<file path="src/rtl/strobe_gen_multi.sv">
// Multi-channel programmable strobe divider with per-channel start phase, counted-burst mode and global resync.
// One channel instance per divider output; channels share only strobe_in and sync.

module strobe_gen_chan #(
   parameter int WIDTH = 8,
   parameter int CNTW  = 16
) (
   input  logic             clock,
   input  logic             reset,
   input  logic             strobe_in,
   input  logic             sync,
   input  logic             enable,
   input  logic [WIDTH-1:0] rate,
   input  logic [WIDTH-1:0] phase,
   input  logic             burst_mode,
   input  logic [CNTW-1:0]  burst_len,
   output logic             strobe,
   output logic             busy,
   output logic             done,
   output logic [1:0]       state_dbg
);

   typedef enum logic [1:0] {
      ST_IDLE = 2'd0,
      ST_RUN  = 2'd1,
      ST_HALT = 2'd2
   } state_t;

   state_t           state_q;
   logic [WIDTH-1:0] counter_q;
   logic [CNTW-1:0]  burst_cnt_q;
   logic             burst_en_q;
   logic             busy_q;
   logic             done_q;
   logic             advance;
   logic             at_zero;

   // sync consumes a coincident strobe_in without counting it
   assign advance = strobe_in && !sync;
   assign at_zero = (counter_q == '0);

   assign strobe    = (state_q == ST_RUN) && at_zero && advance;
   assign busy      = busy_q;
   assign done      = done_q;
   assign state_dbg = state_q;

   always_ff @(posedge clock) begin
      if (reset) begin
         state_q     <= ST_IDLE;
         counter_q   <= '0;
         burst_cnt_q <= '0;
         burst_en_q  <= 1'b0;
         busy_q      <= 1'b0;
         done_q      <= 1'b0;
      end else begin
         done_q <= 1'b0;
         if (!enable) begin
            state_q   <= ST_IDLE;
            counter_q <= '0;
            busy_q    <= 1'b0;
         end else begin
            case (state_q)
               ST_IDLE: begin
                  // burst settings are latched here and ignored until the next re-arm
                  state_q     <= ST_RUN;
                  busy_q      <= 1'b1;
                  counter_q   <= phase;
                  burst_en_q  <= burst_mode && (burst_len != '0);
                  burst_cnt_q <= burst_mode ? burst_len : '0;
               end
               ST_RUN: begin
                  if (sync) begin
                     counter_q <= phase;
                  end else if (strobe_in) begin
                     if (at_zero) begin
                        counter_q <= rate;
                        if (burst_en_q) begin
                           burst_cnt_q <= burst_cnt_q - CNTW'(1);
                           if (burst_cnt_q == CNTW'(1)) begin
                              state_q <= ST_HALT;
                              busy_q  <= 1'b0;
                              done_q  <= 1'b1;
                           end
                        end
                     end else begin
                        counter_q <= counter_q - WIDTH'(1);
                     end
                  end
               end
               ST_HALT: begin
                  busy_q <= 1'b0;
               end
               default: begin
                  state_q <= ST_IDLE;
                  busy_q  <= 1'b0;
               end
            endcase
         end
      end
   end

endmodule

module strobe_gen_multi #(
   parameter int NCH   = 4,
   parameter int WIDTH = 8,
   parameter int CNTW  = 16
) (
   input  logic                  clock,
   input  logic                  reset,
   input  logic                  strobe_in,
   input  logic                  sync,
   input  logic [NCH-1:0]        enable,
   input  logic [NCH*WIDTH-1:0]  rate,
   input  logic [NCH*WIDTH-1:0]  phase,
   input  logic [NCH-1:0]        burst_mode,
   input  logic [NCH*CNTW-1:0]   burst_len,
   output logic [NCH-1:0]        strobe,
   output logic [NCH-1:0]        busy,
   output logic [NCH-1:0]        done,
   output logic [2*NCH-1:0]      state_dbg
);

   for (genvar i = 0; i < NCH; i++) begin : g_ch
      strobe_gen_chan #(
         .WIDTH (WIDTH),
         .CNTW  (CNTW)
      ) u_chan (
         .clock      (clock),
         .reset      (reset),
         .strobe_in  (strobe_in),
         .sync       (sync),
         .enable     (enable[i]),
         .rate       (rate[i*WIDTH +: WIDTH]),
         .phase      (phase[i*WIDTH +: WIDTH]),
         .burst_mode (burst_mode[i]),
         .burst_len  (burst_len[i*CNTW +: CNTW]),
         .strobe     (strobe[i]),
         .busy       (busy[i]),
         .done       (done[i]),
         .state_dbg  (state_dbg[2*i +: 2])
      );
   end

endmodule

</file>
<file path="config.mk">
export PLATFORM = sky130hd
export DESIGN_NAME = strobe_gen_multi
export DESIGN_NICKNAME = d
export VERILOG_FILES = /design/src/rtl/strobe_gen_multi.sv
export SDC_FILE = /design/constraint.sdc
export NUM_CORES = 1
export LEC_CHECK = 0
export BUFFER_PORTS_ARGS = -buffer_cell sky130_fd_sc_hd__buf_2
export CORE_ASPECT_RATIO = 0.6
export CORE_MARGIN = 8
export CORE_UTILIZATION = 55
export DETAILED_ROUTE_END_ITERATION = 16
export PLACE_DENSITY = 0.8
export SYNTH_ARGS = -nofsm -noshare
export SYNTH_HDL_FRONTEND = slang
export SYNTH_SLANG_ARGS = --single-unit
</file>
<file path="constraint.sdc">
create_clock -name clock -period 2.55 [get_ports clock]
set_clock_uncertainty 0.1 [all_clocks]
set_input_delay 0.255 -clock clock [delete_from_list [all_inputs] [get_ports clock]]
set_output_delay 0.255 -clock clock [all_outputs]
set_load 0.005 [all_outputs]
</file>
== Word level (Yosys, flattened, before mapping) ==
Index checks and enable logic that the tools add are counted.
Word-level totals
  register bits after elaboration: 116
  output and inout port bits: 20
  logic and storage cells: 239
Operators by class
  $add $sub $neg: 8
  eq/ne operators: 36
  multiplexer cells: 92
  bitwise operators: 21
  reduce and logical (&&, ||, !) cells: 58
Operators with widths (number)
  $mux W16: 20
  $pmux W16 S2: 4
  $mux W8: 12
  $eq A16 B1 Y1 const B: 4
  $pmux W8 S2: 4
  $reduce_bool A16 Y1: 4
  $sub A16 B1 Y16 const B: 4
  $reduce_and A6 Y1: 8
  $mux W2: 20
  $logic_not A8 Y1: 4
  $sub A8 B1 Y8 const B: 4
  $reduce_or A7 Y1: 4
  $mux W1: 24
  $ne A2 B2 Y1 const B: 12
  $pmux W2 S3: 4
  $not A1 Y1: 21
  $reduce_and A5 Y1: 4
  $ne A2 B1 Y1 const B: 8
  $reduce_and A2 Y1: 8
  $logic_and A1 B1 Y1: 13
  $ne A3 B3 Y1 const B: 4
  $eq A2 B1 Y1 const B: 4
  $eq A2 B2 Y1 const B: 4
  $logic_not A2 Y1: 4
  other kinds (4): 13

== Logic depth before layout (Yosys ltp) ==
  word-level depth: 7
  gate-level depth with buffers: 10

== Hierarchy ==
Synthesis repeated with hierarchy kept, for this count alone.
Unflattened totals
  cells, all modules: 920
  area total of the unflattened synthesis: 7342.0 µm²
Modules (own cells, without submodules)
  strobe_gen_chan: times used 4, cells each 230, area an instance 1835.5 µm²

== Worst setup path before layout ==
OpenSTA, ideal clock, no wires.
  path type: register -> register
  start: register g_ch[3].u_chan.burst_cnt_q[0]
  end: register g_ch[3].u_chan.burst_cnt_q[8]
  library setup time: 132 ps
  data arrival time: 1940 ps
  slack: 378 ps
  cell stages (with the launch flop): 9
  clock period less this slack: 2172 ps
  path through: dfxtp_1 inv_1 ha_1 or4b_2 clkbuf_1 o41ai_1 o21ai_0 a221oi_1 nor3_1
On the way
  cells in the longest elaborated chain, start to end: 6
Ends and longest elaborated chain
  start, declared: RTL line 31  | logic [CNTW-1:0] burst_cnt_q;
  start signal, assigned: RTL line 69  | burst_cnt_q <= burst_mode ? burst_len : '0;
  start signal, assigned: RTL line 78  | burst_cnt_q <= burst_cnt_q - CNTW'(1);
  $sub A16 B1 Y16: RTL line 78
  $mux W16: RTL line 77  | if (burst_en_q) begin
  $mux W16: RTL line 75  | if (at_zero) begin
  $mux W16: RTL line 74  | end else if (strobe_in) begin
  $mux W16: RTL line 72  | if (sync) begin
  $pmux W16 S2: RTL line 62  | case (state_q)
No other way between the ends. The select of a mux whose other input is x is not followed.
A chain may end at the register's enable or synchronous reset.

== Worst setup path in the final report ==
Same ends and word-level chain as after synthesis.

==> results by group <==
Critical path
  – Data arrival, critical path: 2640 ps
  – Crit. path cell count: 7
  – Buf/Inv on CP: 1
  – Worst Path Required: 2720 ps
  – Critical path class: reg2reg
  – Worst setup startpoint: g_ch[3].u_chan.burst_cnt_q[0]
  – Slowest stage cell, crit path: or4b_2
  – Reg2reg start: g_ch[3].u_chan.burst_cnt_q[0]
  – R2R cell count: 7
  – CP delay by family, top: simple AND/OR/NAND/NOR gates
  – Element type at the critical path end: flip-flop
  – Critical Path, Cell by Cell: inv_1 > ha_1 > or4b_2 > o41ai_1 > o21ai_0 > a221oi_1 > nor3_1
  – Startpoint Class: flip-flop
  – CP peak stage delay: 720 ps
  – Crit path max fanout: 8

Synthesis
  – #FFs+latches synth: around 120
  – Post-synth top area share: 30.9%
  – Area of the mapped netlist: 7510 um^2
  – Syn Area/Cell: approximately 7.5 um^2
  – Post-synth ARST share: 0%
  – Synth top cells by count: dfxtp_1, nand2_1, o21ai_0
  – Number of synthesized flops with an enable pin: 0
  – Synth warn: 0
  – Yosys top cell by area: dfxtp_1
  – Post-synthesis net count: 1151
  – Sequential-to-total area share from yosys stat: a little under a third
  – Yosys cell types: 76
  – Most frequent cell after synthesis: dfxtp_1
  – Top FF cell, synth: dfxtp_1
  – Top post-synthesis cells by area: dfxtp_1, o21ai_0, a21oi_1
  – Cells after synthesis: 995

Pwr
  – Gate power share: between 20 and 25%
  – Sw power: around 1.8 mW
  – Peak VDD IR: 0.427 mV
  – Pleak: 3.65 nW
  – P per Cell Area: ~640 nW/um^2
  – Power, Total: 5.79 mW
  – P_int: 4.02 mW
  – Share of total power in the clock network: 41.5%
  – Switching Share: 30.6%
  – Flop pwr share: 35.5%

Worst hold path
  – Min-delay src: phase[12]
  – Hold Crit Class: in2reg
  – Hold Path Depth: 3

Layout
  – Post-layout util: 67.4%
  – Nets: about 1300
  – Filler Cell Count: 1167
  – N_diodes: 0
  – Reg area: between 2000 and 2500 um^2
  – Share of layout cells above drive strength 1: 21.6%
  – Area of the multi-input gates: 4720 um^2
  – Area delta synth->final: 21.2%

GRT
  – Largest net degree at the start of global routing: 35
  – Gr ovfl total: 0
  – Global-route wire length before repair: approximately 39000 um
  – All-layer global routing usage: 26.2%
  – Initial antenna violation count: 0
  – Vias in the first global route: 7738

Route
  – Routed len/inst: between 15 and 20 um
  – Post-route ant nets: 0
  – Iter 0 DRT Violations: around 950
  – Vias per cell: 6.38
  – First-pass DRT Iterations: 6
  – Via count: 8514
  – Residual DRC: 0
  – Total Wirelength: roughly 24000 um

Floorplanning
  – Row cnt: 33
  – Die area: around 18000 um^2
  – Core region area: 13500 um^2
  – Die Ht: 106 um
  – Starting Density: about 56%
  – Number of top-level pins: 160
  – Die Wd: between 150 and 200 um

Clocking
  – Clk sinks: ~120
  – Clock Tree Root: clkbuf_16
  – CTS tree: done
  – Clk buf depth: 2
  – H-tree lvl count: 4
  – CTS buffer count: 17
  – Worst-skew pair later-pin latency: 410 ps
  – Clk slew on worst S/H paths: 60 ps

Placement
  – PortBufs: 159
  – Worst slack, placed: 80.4 ps
  – Gpl congestion: just over 0.9
  – Post-DP HPWL: approximately 18000 um

STA
  – Worst slew pin tran: 625 ps
  – Min Tclk post-route: 2470 ps
  – Fin worst setup slack: 78.9 ps
  – Post-route clock period utilization: 96.9%
  – Final Max Tran Viols: 0
  – Hold slack: 11.4 ps
  – Final setup violation count: 0
  – Slew Limit Headroom: between 50 and 60%
  – Achievable Freq: 0.405 GHz
  – RSZ-0062 raised after global routing: false
  – Fin Setup TNS: 0 ps
  – Hold Vio Cnt, Final: 0

Status
  – Status: completed

Job
  – MaxCap Viol Count: 0
[cells by family after synthesis]
kind of cell / count (synthesis) / share of synthesized area (%)
simple gates: 390 / 26.5
compound gates: 344 / 30.0
flops: 116 / 30.9
buf+inv: 99 / 6.35
xor+xnor: 26 / 3.03
fa+ha+maj: 16 / 2.67
mux: 4 / 0.533
[placed cells by master, fill, tap and decap left out, types with 7 or more instances in the layout]
master / instances
buf_2: 159
o21ai_0: 91
o31ai_1: 9
nand2b_1: 13
o32ai_1: 10
nor3_1: 38
a211oi_1: 15
nand3_1: 40
dfxtp_1: 116
ha_1: 16
o41ai_1: 12
a21oi_1: 80
a221oi_1: 8
nor4_1: 33
a22oi_1: 7
nand2_1: 93
nand4_1: 12
or4_1: 7
and3_1: 12
o211ai_1: 16
a31oi_1: 28
and2_1: 11
xnor2_1: 16
xor2_1: 10
buf_4: 39
clkbuf_16: 17
nor2b_1: 11
nor2_1: 85
nor3b_1: 7
a311oi_1: 7
inv_1: 30
[layer usage]
layer  vias up  track usage [%]  share of wire [%]
met5         -                0                  0
met4         0             6.08               0.80
met3        22             6.51                 11
met2       507             36.8                 42
met1      3932             39.2                 47
li1       4053                -                  -
[power by group through the flow]
stage	combinational, mW	clock (mW)	sequential [mW]
3_5_place_dp	1.28	0	2.08
3_3_place_gp	1.26	0	2.08
6_report	1.34	2.40	2.05
4_1_cts	1.30	2.41	2.04
5_1_grt	1.47	2.50	2.07
2_1_floorplan	0.906	0	2.05
[worst paths after layout]
| path | end | slack [ps] |
|---|---|---|
| min reg2reg | g_ch[1].u_chan.busy | 360 |
| max | g_ch[3].u_chan.burst_cnt_q[8] | 80 |
| min | g_ch[1].u_chan.counter_q[4] | 10 |
| max reg2reg | g_ch[3].u_chan.burst_cnt_q[8] | 80 |
[worst register-to-register path: cells and delay by family (launching register included)]
kind	cells	cell delay (ps)
buffers and inverters	1	110
AO/OA/AOI/OAI	3	730
adder cells (fa/ha/maj)	1	220
AND/OR/NAND/NOR	2	800
flip-flops	1	360
[metrics by stage]
| stage | instance area [um^2] | instances |
|---|---|---|
| finish | 9090 | 1335 |
| floorplan | 7510 | 995 |
| CTS | 9070 | 1334 |
| global placement | 8430 | 1297 |
| detailed placement | 8430 | 1297 |
| global route | 9090 | 1335 |
[state kept, by name, summed over array words and instances, names as in the netlist]
name	flops
g_ch.u_chan.done	4
g_ch.u_chan.state_dbg	8
g_ch.u_chan.burst_en_q	4
g_ch.u_chan.busy	4
g_ch.u_chan.burst_cnt_q	64
g_ch.u_chan.counter_q	32
[final cells by class]
class	count	area share [%]
inverter	30	1.24
tap	175	2.41
timing repair buffer	203	12.5
sequential	116	25.5
clock inverter	10	1.46
clock buffer	21	4.95
multi-input combinational	780	51.9
[timing repair]
item,CTS,global route
buffers inserted,2,0
endpoints found under the hold margin,4,1
hold buffers,4,1
setup endpoints to repair,1,10
gates resized for setup,0,3
pin swaps,1,0
Power figures use the tool's default switching activity.
